[src/rtl/register_file_responder_pkg.sv]
// Shared register-file package: array depth, address type and the
// scrub-sequencer state encoding used by the responder and its sequencer.
package register_file_responder_pkg;
  localparam int REGISTER_DEPTH = 32;
  localparam int RF_READ_PORTS  = 2;

  typedef logic [$clog2(REGISTER_DEPTH)-1:0] register_address_t;

  typedef enum logic {
    RF_CLEAR = 1'b0,
    RF_RUN   = 1'b1
  } register_file_state_t;
endpackage

[src/rtl/register_file_clear_sequencer.sv]
// Post-reset zero-scrub sequencer for the register file.
// Walks clear_index 0..DEPTH-1 issuing one zero write per cycle, then
// enters RUN and raises ready. Flags any writeback strobe seen while
// still scrubbing.
// Ports:
//   clk, rst_n             clock, async active-low reset
//   write_enable_i         writeback strobe (monitored only)
//   clear_we_o             scrub write strobe into the array
//   clear_address_o        scrub write address
//   ready_o                1 = scrub complete
//   write_during_clear_o   sticky: write strobe seen before ready
module register_file_clear_sequencer
  import register_file_responder_pkg::*;
#(
  parameter int DEPTH = REGISTER_DEPTH,
  localparam int AW   = $clog2(DEPTH)
) (
  input  logic          clk,
  input  logic          rst_n,
  input  logic          write_enable_i,
  output logic          clear_we_o,
  output logic [AW-1:0] clear_address_o,
  output logic          ready_o,
  output logic          write_during_clear_o
);
  register_file_state_t state_q, state_d;
  logic [AW-1:0]        idx_q, idx_d;
  logic                 wdc_q, wdc_d;

  always_ff @(posedge clk or negedge rst_n) begin
    if (!rst_n) begin
      state_q <= RF_CLEAR;
      idx_q   <= '0;
      wdc_q   <= 1'b0;
    end else begin
      state_q <= state_d;
      idx_q   <= idx_d;
      wdc_q   <= wdc_d;
    end
  end

  always_comb begin
    state_d    = state_q;
    idx_d      = idx_q;
    wdc_d      = wdc_q;
    clear_we_o = 1'b0;
    unique case (state_q)
      RF_CLEAR: begin
        clear_we_o = 1'b1;
        idx_d      = idx_q + 1'b1;
        if (write_enable_i) wdc_d = 1'b1;
        // Last scrub write lands this cycle; RUN follows with no gap.
        if (idx_q == AW'(DEPTH - 1)) state_d = RF_RUN;
      end
      RF_RUN: ;
      default: state_d = RF_CLEAR;
    endcase
  end

  assign clear_address_o      = idx_q;
  assign ready_o              = (state_q == RF_RUN);
  assign write_during_clear_o = wdc_q;
endmodule

[src/rtl/register_file_responder.sv]
// Integer register file: two combinational read ports with optional
// write-to-read bypass, one writeback write port, x0 hardwired to zero.
// The array has no reset; a post-reset scrub zeroes it and ready stays
// low until that completes.
// Ports:
//   clk, rst_n                     clock, async active-low reset
//   read_{1,2}_enable_i/address_i  read requests from decode
//   read_{1,2}_data_o              read data (0 when disabled, x0, or not ready)
//   write_enable_i/address_i/data_i writeback write port
//   ready_o                        scrub done, port serviced
//   write_during_clear_o           sticky: write strobe seen while not ready
module register_file_responder
  import register_file_responder_pkg::*;
#(
  parameter int WIDTH          = 32,
  parameter int REGISTER_DEPTH = register_file_responder_pkg::REGISTER_DEPTH,
  parameter bit BYPASS_EN      = 1'b1,
  localparam int AW            = $clog2(REGISTER_DEPTH)
) (
  input  logic             clk,
  input  logic             rst_n,
  input  logic             read_1_enable_i,
  input  logic [AW-1:0]    read_1_address_i,
  output logic [WIDTH-1:0] read_1_data_o,
  input  logic             read_2_enable_i,
  input  logic [AW-1:0]    read_2_address_i,
  output logic [WIDTH-1:0] read_2_data_o,
  input  logic             write_enable_i,
  input  logic [AW-1:0]    write_address_i,
  input  logic [WIDTH-1:0] write_data_i,
  output logic             ready_o,
  output logic             write_during_clear_o
);
  logic [WIDTH-1:0] regs [REGISTER_DEPTH];

  logic          clear_we;
  logic [AW-1:0] clear_address;
  logic          wr_ok;

  register_file_clear_sequencer #(.DEPTH(REGISTER_DEPTH)) u_seq (
    .clk                  (clk),
    .rst_n                (rst_n),
    .write_enable_i       (write_enable_i),
    .clear_we_o           (clear_we),
    .clear_address_o      (clear_address),
    .ready_o              (ready_o),
    .write_during_clear_o (write_during_clear_o)
  );

  assign wr_ok = ready_o && write_enable_i && (write_address_i != '0);

  // Single array write port: scrub owns it until ready, then writeback.
  always_ff @(posedge clk) begin
    if (clear_we)   regs[clear_address]   <= '0;
    else if (wr_ok) regs[write_address_i] <= write_data_i;
  end

  logic [RF_READ_PORTS-1:0]            rd_en;
  logic [RF_READ_PORTS-1:0][AW-1:0]    rd_addr;
  logic [RF_READ_PORTS-1:0][WIDTH-1:0] rd_data;

  assign rd_en   = {read_2_enable_i,  read_1_enable_i};
  assign rd_addr = {read_2_address_i, read_1_address_i};
  assign read_1_data_o = rd_data[0];
  assign read_2_data_o = rd_data[1];

  for (genvar p = 0; p < RF_READ_PORTS; p++) begin : g_rd
    always_comb begin
      rd_data[p] = '0;
      if (ready_o && rd_en[p] && (rd_addr[p] != '0)) begin
        if (BYPASS_EN && write_enable_i && (write_address_i == rd_addr[p]))
          rd_data[p] = write_data_i;
        else
          rd_data[p] = regs[rd_addr[p]];
      end
    end
  end
endmodule
[config.mk]
export PLATFORM = sky130hd
export DESIGN_NAME = register_file_responder
export DESIGN_NICKNAME = d
export VERILOG_FILES = /design/src/rtl/register_file_responder_pkg.sv /design/src/rtl/register_file_clear_sequencer.sv /design/src/rtl/register_file_responder.sv
export SDC_FILE = /design/constraint.sdc
export NUM_CORES = 1
export LEC_CHECK = 0
export CORE_MARGIN = 4
export CORE_UTILIZATION = 45
export CTS_CLUSTER_SIZE = 10
export DETAILED_ROUTE_END_ITERATION = 12
export PLACE_DENSITY_LB_ADDON = 0.1
export SYNTH_ARGS = -nofsm -noshare
export SYNTH_HDL_FRONTEND = slang
export SYNTH_SLANG_ARGS = --single-unit
[constraint.sdc]
create_clock -name clk -period 3.2 [get_ports clk]
set_input_delay 0.32 -clock clk [delete_from_list [all_inputs] [get_ports clk]]
set_output_delay 0.32 -clock clk [all_outputs]
set_load 0.02 [all_outputs]
======== Word-level counts from Yosys, hierarchy flattened ========
Memory sizes are Yosys's and may differ from the RTL's.
Index checks and enable logic that the tools add are counted.
cells by class
  $add $sub $neg .......................... 1
  bitwise operators ....................... 1
  muxes and demuxes ....................... 13
  reductions and logical operators ........ 13
  equality and inequality tests ........... 3
operators with widths
  operator                                     count
  two-way mux 32 bit                           5
  OR reduction 32 bit                          1
  nonzero test 5 bit                           3
  equality test 5 bit                          2
  logical AND 1 bit                            8
  two-way mux 1 bit                            7
  adder 5 x 1 -> 5 bit, second input constant  1
  equality test 5 bit, second input constant   1
  two-way mux 5 bit                            1
  AND reduction 2 bit                          1
  inverter 1 bit                               1
storage, ports and cells
  bits in registers ....................... 7
  RAM bits ................................ 1024
  memories ................................ 1
  input bits .............................. 52
  output and inout port bits .............. 66
  logic and storage cells ................. 35
memories
  name  words  width  read ports  clocked after Yosys merged registers in  wr ports  RTL line                       text
  regs  32     32     2           0                                        1         register_file_responder.sv:34  logic [WIDTH-1:0] regs [REGISTER_DEPTH];

======== Logic depth before layout (Yosys ltp) ========
Gate-level depths: netlist of run 1.
  depth after elaboration ................. 7
  mapped depth ............................ 9
  depth with buffers taken out ............ 5

======== Cells and area by module ========
A second synthesis of run 1 with hierarchy kept.
unflattened totals
  cell total of the unflattened synthesis .. 2557
  area, all modules ....................... 48434.0 um^2
by module, submodules not included
  module                         instances  cells an instance  area each (um^2)
  register_file_responder        1          2536               48097.4
  register_file_clear_sequencer  1          21                 336.6

======== Worst setup path after synthesis of run 1 ========
Ideal clock, no wire load.
  path kind ............................... input-to-reg
  start point ............................. input write_address_i[0]
  end point ............................... memory regs[17][0] (enable)
  cell stages on the path ................. 6
  data required time ...................... 2.779 ns
  path slack .............................. -0.255 ns
  arrival time ............................ 3.034 ns
  library setup time ...................... 0.421 ns
  cells stage by stage .................... clkbuf_1 or4_1 or3_1 o22ai_1 a32oi_1 nor2_1
on the way
  cells in the longest elaborated chain, start to end .. 7
  elaborated cells on any way between the ends .. 8
RTL lines
  element                                                                         RTL line                       text
  start: declaration                                                              register_file_responder.sv:29  input logic [AW-1:0] write_address_i,
  nonzero test 5 bit                                                              register_file_responder.sv:50  assign wr_ok = ready_o && write_enable_i && (write_address_i != '0);
  logical AND 1 bit                                                               register_file_responder.sv:50
  two-way mux 1 bit                                                               register_file_responder.sv:55  else if (wr_ok) regs[write_address_i] <= write_data_i;
  two-way mux 1 bit                                                               register_file_responder.sv:54  if (clear_we) regs[clear_address] <= '0;
  two-way mux 1 bit (implied by the code)                                         register_file_responder.sv:55
  OR reduction 32 bit (no source line)                                            -
  two-way mux 5 bit (no source line) / two-way mux 1 bit (equally long branches)  -
  end: declaration                                                                register_file_responder.sv:34
Several ways; a longest one is shown, not always the timed one.

======== Worst setup path in the final report of run 1 ========
  start point ............................. input read_2_address_i[2]
  end point ............................... output read_2_data_o[14]
on the way
  cells in the longest elaborated chain, start to end .. 4
  elaborated cells on any way between the ends .. 7
RTL lines
  element                                                                       RTL line                       text
  start: declaration                                                            register_file_responder.sv:26  input logic [AW-1:0] read_2_address_i,
  parallel branches: the longest is 3 deep, another holds memory (32 x 32 bit)  -
  two-way mux 32 bit *                                                          register_file_responder.sv:70  if (ready_o && rd_en[p] && (rd_addr[p] != '0)) begin
  end: declaration                                                              register_file_responder.sv:27  output logic [WIDTH-1:0] read_2_data_o,
Every way passes the cells marked *.

==> Flow_metrics.wiki, run 1 <==
{| class="wikitable"
! Metric !! Value
|-
| H-Tree Depth || 3
|-
| Clock buffer count from CTS || about 120
|-
| Transition time of the tightest slew-check pin || about 1.2 ns
|-
| Share of flip-flops with an asynchronous set or reset after synthesis || 0.679%
|-
| Largest vdd supply drop || between 0.4 and 0.5 mV
|-
| Number of pins exceeding their max-slew limit in the final report || 0
|-
| Sinks on the clock net || around 1,000
|-
| Congestion Overflow GR || 0
|-
| Classification of the worst setup path || input pin to output port
|-
| Dominant cells by area after synthesis || edfxtp_1, mux4_2, mux2i_1
|-
| Area enclosed by the die boundary || roughly 110,000 sq um
|-
| Area share of the largest cell type after synthesis || 63.1%
|-
| Number of buffer cells added on primary ports || about 120
|-
| Core area || approximately 110,000 sq um
|-
| Hold-critical path depth || 2
|-
| Clk_skew || about 0.02 ns
|-
| Synth-to-layout area growth || 21.1%
|-
| Weighted congestion reported at the end of routability-driven placement || around 0.87
|-
| Chip Height || 337 um
|-
| Total Wirelength || roughly 180,000 um
|-
| Top cell type by total area after synthesis || edfxtp_1
|-
| EDFF count, synth || 1,024
|-
| Remaining DRCs || 0
|-
| Sw frac || 23.1%
|-
| Synthesized netlist cell count || between 2,000 and 3,000
|-
| Clock-pin slew of the registers on the worst-case setup and hold paths || roughly 0.060 ns
|-
| Average instance area after synthesis || between 15 and 20 sq um
|-
| Clock share of power || between 30% and 40%
|-
| Sequential cell area fraction in the yosys report || 63.5%
|-
| Final worst-path cycle share || between 90 and 100%
|-
| Final Total Pwr || just under 30 mW
|-
| Starting density of the core || between 40% and 50%
|-
| Number of optimization iterations in the first detailed-route pass || 5
|-
| Final hold violation count || 0
|-
| Cell area after layout || 59,000 sq um
|-
| Total of endpoints with negative setup slack in the final report || 0
|-
| Number of distinct library cell variants in the gate-level netlist after synthesis || 53
|-
| Drt wl/cell || 38.2 um
|-
| Worst-case setup slack after placement || -0.114 ns
|-
| Number of synthesized register bits || around 1,000
|-
| CTS tree || yes
|-
| Total half-perimeter wirelength after legalization and detailed placement || around 110,000 um
|-
| Number of global-route vias before repair || about 32,000
|-
| Net count after synthesis || 2,794
|-
| Buffer cell driving the clock tree root || clkbuf_16
|-
| Highest attainable clock frequency || ~320 MHz
|-
| Via count normalized by instance count || approximately 7
|-
| Number of maximum-capacitance constraint violations || 0
|-
| First-pass GRT wire length || between 200,000 and 250,000 um
|-
| Total number of vias || 31,543
|-
| Number of DRC violations after detailed-routing iteration 0 || just under 4,000
|-
| Number of top-level pins || 118
|-
| Class of the worst hold path || input pin to flop
|-
| Most numerous cell in the Yosys netlist || edfxtp_1
|-
| Fraction of final layout cells sized beyond drive strength 1 || between 30% and 40%
|-
| Post-DP Area || 55,600 sq um
|-
| Synth Cell Area || approximately 50,000 sq um
|-
| Power per standard cell area || just over 500 nW/um^2
|-
| Slew Limit Headroom || between 20 and 25%
|-
| Horizontal extent of the die || roughly 340 um
|-
| Logic depth of the worst register-to-register path || 7
|-
| Crit. End Element || output port
|-
| Comb power frac || a little over a tenth
|-
| Required time of the critical path || 2.88 ns
|-
| Number of nets in the layout || between 3,000 and 4,000
|-
| Arrival time of the worst setup path || between 2 and 3 ns
|-
| Post-synth top flop || edfxtp_1
|-
| Final standard cell utilization of the core || 55.0%
|-
| Sequential cell area || about 31,000 sq um
|-
| Antenna viol nets, final || 0
|-
| Internal power || around 23 mW
|-
| Most frequent cells after synthesis || edfxtp_1, mux4_2, mux2i_1, mux2_2, nand2_1
|-
| Number of core rows || 120
|-
| Result of the run || complete, no violations
|-
| Pin count of the biggest net entering global routing || 53
|-
| Initial antenna violation count || 5
|-
| Final worst hold slack || 0.413 ns
|-
| Antenna diode instance count || 0
|-
| Buffer levels on the longest clock path || 3
|-
| Total routing resource utilization after global routing || 30.7%
|-
| Sequential share of power || 49.9%
|-
| Biggest fanout along the worst timing path || 13
|-
| Total area of multi-input combinational cells || about 17,000 sq um
|-
| Leakage power figure || about 21 nW
|-
| Power dissipated by switching net loads || between 6 and 7 mW
|-
| Synth Warn # || 0
|-
| Final worst path period need || about 3.2 ns
|-
| Fillers || ~8,400
|-
| Clock latency reported for the late side of the worst-skew pair || around 0.7 ns
|-
| Startpoint type of the worst setup path || input pin
|-
| Final worst setup slack || 0.0368 ns
|}
-- power groups by stage --
| stage | logic, mW | clock network (mW) | registers (mW) |
|---|---|---|---|
| after floorplan | 1.54 | 0 | 15.2 |
| after global placement | 3.03 | 0 | 15.2 |
| after detailed placement | 3.07 | 0 | 15.2 |
| after CTS | 3.06 | 12.0 | 14.9 |
| after global routing | 3.21 | 12.6 | 14.9 |
| final | 3.09 | 11.8 | 14.9 |
-- registers in the layout (all words and copies together) (netlist names) --
name,flops
u_seq.clear_address_o,5
u_seq.ready_o,1
regs,1024
u_seq.write_during_clear_o,1
-- worst paths after layout --
| path | start | endpoint | slack, ns |
|---|---|---|---|
| setup reg to reg | u_seq.ready_o | regs[9][15] | 0.58 |
| hold reg to reg | u_seq.write_during_clear_o | u_seq.write_during_clear_o | 0.47 |
| min in group asynchronous | rst_n | u_seq.ready_o | 0.45 |
| hold / removal | write_enable_i | u_seq.write_during_clear_o | 0.41 |
| setup / recovery | read_2_address_i[2] | read_2_data_o[14] | 0.04 |
| max in group asynchronous | rst_n | u_seq.write_during_clear_o | 2.50 |
-- cell families (layout without fill, tap and decap cells) --
kind of cell    count (synthesis)  in the layout  synth area share (%)
compound gates                460            460                  7.09
xor+xnor                       13             13                 0.234
fa+ha+maj                       2              2                0.0514
mux                           730            730                  24.3
simple gates                  270            270                  2.62
buf+inv                       234            677                  2.19
flops                        1031           1031                  63.5
-- layer usage --
| layer | vias to the layer above | share of wire, % | global-route usage (%) |
|---|---|---|---|
| met4 | 4 | 3.7 | 9.92 |
| met2 | 1914 | 47 | 48.7 |
| met5 | - | 0.015 | 0 |
| met1 | 16805 | 40 | 42.8 |
| met3 | 368 | 9.3 | 6.76 |
| li1 | 12452 | - | - |
-- critical path, stage by stage --
cell and delay, ns:
clkdlybuf4s50_1 0.51, buf_12 0.17, or2_2 0.16, buf_4 0.23
o21ai_0 0.14, o221ai_1 0.33, o2111ai_1 0.20, nand2_1 0.10
clkdlybuf4s50_1 0.66
-- cell usage in the layout (no fill, tap or decap), types with 5 or more instances in the layout --
master           netlist  routed
a21oi_1               47      45
a22oi_1               42      38
buf_4                  6     258
a22o_1                45      45
clkdlybuf4s50_1        0      47
o221ai_1              95      93
a221o_1               12      12
clkinv_1               1      10
clkbuf_1             118      27
mux4_1                 7       5
clkbuf_16              0     121
dfrtp_1                7       7
dlygate4sd2_1          0      32
nand4_1               34      34
mux2_2               128     128
mux4_2               340     342
nand2_1              121     120
dlymetal6s2s_1         0      10
xnor2_1               13      13
nor2_1                46      11
a32oi_1                5       5
a221oi_1               5       5
nor2_4                 0      36
and2_1                37      37
buf_12                 2     145
o21ai_0               67      66
a211o_1               12      12
edfxtp_1            1024    1024
mux2i_1              255     253
o22a_1                26      26
a32o_1                32      32
o22ai_1               59      59
-- per-stage QoR --
stage          setup TNS, ns  cells
6_report                   0   4586
3_5_place_dp           -1.14   4412
5_1_grt               -0.103   4586
3_3_place_gp          -0.472   4412
2_1_floorplan        -107.35   2740
4_1_cts                    0   4582
-- cell type report --
cell class,instances,share of cell area [%]
sequential,1031,52.4
tap,1403,2.98
clock buffer,149,5.33
clock inverter,11,0.125
inverter,7,0.0488
multi-input combinational,1475,29.0
timing repair buffer,510,10.0
-- repair_timing --
action,in CTS,in global routing
pin swaps,3,1
cloned,0,1
resized for setup,49,27
endpoints found under the setup margin,42,31
setup buffers,9,3
hold buffers,1,0
hold endpoints to repair,7,0
Note: power is estimated with default switching activity, not from simulation.
==> inputs of run 2 (changes only) <==
- SLEW_MARGIN: not set -> 20
==> Flow_metrics.wiki, run 2 (synthesis results as in run 1) <==
{| class="wikitable"
! Metric !! Value
|-
| Total placed cells including tap cells || 4,412 (unchanged)
|-
| Number of maximum-capacitance constraint violations || 0 (unchanged)
|-
| Final worst path period need || 3.14 ns (was 3.16 ns)
|-
| Fillers || 8,376 (was 8,375)
|-
| Horizontal extent of the die || 337 um (unchanged)
|-
| Core area || 107,000 sq um (unchanged)
|-
| Chip Height || 337 um (unchanged)
|-
| Number of pins exceeding their max-slew limit in the final report || 0 (unchanged)
|-
| Antenna viol nets, final || 0 (unchanged)
|-
| Total Wirelength || 175,000 um (about the same)
|-
| Clock-pin slew of the registers on the worst-case setup and hold paths || 0.05 ns (was 0.06 ns)
|-
| Weighted congestion reported at the end of routability-driven placement || 0.874 (unchanged)
|-
| Total area of multi-input combinational cells || 17,100 sq um (unchanged)
|-
| Via count normalized by instance count || 6.85 (was 6.88)
|-
| Uppermost metal layer occupied by signal nets || met5 (unchanged)
|-
| Worst path cell trace || clkdlybuf4s50_1 > buf_12 > or2_2 > buf_4 > o21ai_0 > o221ai_1 > o2111ai_1 > nand2_1 > clkdlybuf4s50_1 (unchanged)
|-
| Met2 WL || 82,100 um (was 82,200 um)
|-
| Initial antenna violation count || 5 (unchanged)
|-
| Largest vdd supply drop || 0.425 mV (was 0.422 mV)
|-
| Area enclosed by the die boundary || 114,000 sq um (unchanged)
|-
| Required time of the critical path || 2.88 ns (about the same)
|-
| Final worst setup slack || 0.0557 ns (was 0.0368 ns)
|-
| Final hold violation count || 0 (unchanged)
|-
| Largest delay share family, worst path || buffers and inverters (unchanged)
|-
| Leakage power figure || 21.4 nW (about the same)
|-
| Final worst-path cycle share || 98.3% (was 98.8%)
|-
| Highest attainable clock frequency || 318 MHz (was 316 MHz)
|-
| Transition time of the tightest slew-check pin || 1.18 ns (was 1.17 ns)
|-
| Worst-case setup slack after placement || -0.114 ns (unchanged)
|-
| Count of placed standard cells in the final layout, fillers left out || 4,589 (was 4,586)
|-
| Number of core rows || 120 (unchanged)
|-
| Sinks on the clock net || 1,031 (unchanged)
|-
| Buffer levels on the longest clock path || 3 (unchanged)
|-
| Slew Limit Headroom || 21.6% (was 22.0%)
|-
| Class of the worst hold path || input pin to flop (unchanged)
|-
| Classification of the worst setup path || input pin to output port (unchanged)
|-
| Drt wl/cell || 38.2 um (about the same)
|-
| Largest register by flop count || regs (unchanged)
|-
| Post-route met1 wirelength || 69,800 um (was 70,300 um)
|-
| Startpoint type of the worst setup path || input pin (unchanged)
|-
| First-pass GRT wire length || 244,000 um (unchanged)
|-
| Number of optimization iterations in the first detailed-route pass || 6 (was 5)
|-
| Result of the run || complete, no violations (unchanged)
|-
| Total number of vias || 31,453 (was 31,543)
|-
| Power per standard cell area || 506 nW/um^2 (about the same)
|-
| Number of global-route vias before repair || 31,737 (unchanged)
|-
| Remaining DRCs || 0 (unchanged)
|-
| Total routing resource utilization after global routing || 30.7% (unchanged)
|-
| Delay of the slowest cell on the worst path || 0.66 ns (about the same)
|-
| Clock buffer count from CTS || 117 (unchanged)
|-
| Total of endpoints with negative setup slack in the final report || 0 (unchanged)
|-
| Number of buffer cells added on primary ports || 117 (unchanged)
|-
| CTS tree || yes (unchanged)
|-
| Most common cell after layout, fill and taps aside || edfxtp_1 (unchanged)
|-
| Number of top-level pins || 118 (unchanged)
|-
| Arrival time of the worst setup path || 2.82 ns (was 2.84 ns)
|-
| Fraction of final layout cells sized beyond drive strength 1 || 34.0% (was 33.9%)
|-
| Number of flip-flops in the largest register || 1,024 (unchanged)
|-
| Clk_skew || 0.0232 ns (was 0.0200 ns)
|-
| Total half-perimeter wirelength after legalization and detailed placement || 115,000 um (unchanged)
|-
| Met3 wirelength from detailed routing || 17,200 um (was 16,300 um)
|-
| Synth-to-layout area growth || 21.1% (about the same)
|-
| Worst setup startpoint || read_2_address_i[2] (unchanged)
|-
| Number of DRC violations after detailed-routing iteration 0 || 3,765 (was 3,860)
|-
| Worst path slowest cell || clkdlybuf4s50_1 (unchanged)
|-
| Clock latency reported for the late side of the worst-skew pair || 0.70 ns (about the same)
|-
| Leading cell types in the layout, fill and taps excluded || edfxtp_1, mux4_2, buf_4 (unchanged)
|-
| RR Startpoint || u_seq.ready_o (unchanged)
|-
| Number of buffer and inverter stages on the critical path || 4 (unchanged)
|-
| Congestion Overflow GR || 0 (unchanged)
|-
| Cell with the most instances on the worst path || clkdlybuf4s50_1 (unchanged)
|-
| Final Total Pwr || 29.9 mW (was 29.8 mW)
|-
| Crit. End Element || output port (unchanged)
|-
| Sequential cell area || 30,900 sq um (unchanged)
|-
| Pin count of the biggest net entering global routing || 53 (unchanged)
|-
| Number of nets in the layout || 3,197 (was 3,196)
|-
| Starting density of the core || 45.4% (unchanged)
|-
| Final worst hold slack || 0.413 ns (about the same)
|-
| Biggest fanout along the worst timing path || 13 (unchanged)
|-
| Buffer cell driving the clock tree root || clkbuf_16 (unchanged)
|-
| Hold_sp || write_enable_i (unchanged)
|-
| H-Tree Depth || 3 (unchanged)
|}
## run 2: cell count changes in the layout (fill, tap and decap cells not counted), sizes merged
cell	delta
buf	+1
diode	+2
## run 2: where the power goes
group          switching [mW]  leakage, nW  total [mW]  internal [mW]
clock                    5.06         1.56        11.9           6.80
combinational            1.82         9.15        3.09           1.27
sequential            0.00685         10.7        14.9           14.9
total                    6.89         21.4        29.9           23.0
## run 2: path summary, 6_finish.rpt
path                                               to  depth (start not counted)  slack, ns
min reg2reg                u_seq.write_during_clear_o                          1       0.47
max                                 read_2_data_o[14]                          9       0.06
min                        u_seq.write_during_clear_o                          2       0.41
min in group asynchronous               u_seq.ready_o                          2       0.45
max in group asynchronous  u_seq.write_during_clear_o                          2       2.50
max reg2reg                               regs[9][15]                          7       0.53
## run 2: area by class of cell
cell class	instances	area share, %
multi-input cells	1475	29.0
diodes	2	0.00849
flip-flops and latches	1031	52.4
well taps	1403	2.98
inverters	7	0.0488
repair buffers	511	10.1
clock buffers	149	5.33
clock inverters	11	0.125
## run 2: timing repair
item,in CTS,in global routing
endpoints found under the setup margin,42,31
hold buffers,1,0
gates cloned,0,1
pin swaps,3,1
setup buffers,9,3
endpoints found under the hold margin,7,0
resized for setup,49,27
## run 2: through the flow
stage / area (sq um) / TNS (ns) / util, %
floorplan: 48700 / -107.35 / -
global placement: 55600 / -0.472 / 51.8
detailed placement: 55600 / -1.14 / 51.8
CTS: 58900 / 0 / 54.9
global route: 59000 / -0.103 / 55.0
finish: 59000 / 0 / 55.0
## run 2: layer usage
layer | vias up | GRT usage, %
met2 | 1938 | 48.7
met4 | 2 | 9.92
met3 | 352 | 6.76
met5 | - | 0
met1 | 16704 | 42.8
li1 | 12457 | -
## run 2: worst reg2reg max path: stages, from the launching register on
cell     delay, ns
dfrtp_1       0.34
buf_4         0.20
nand2_1       0.21
a31oi_4       0.21
buf_4         0.24
buf_4         0.62
and2_1        0.36
buf_4         0.28
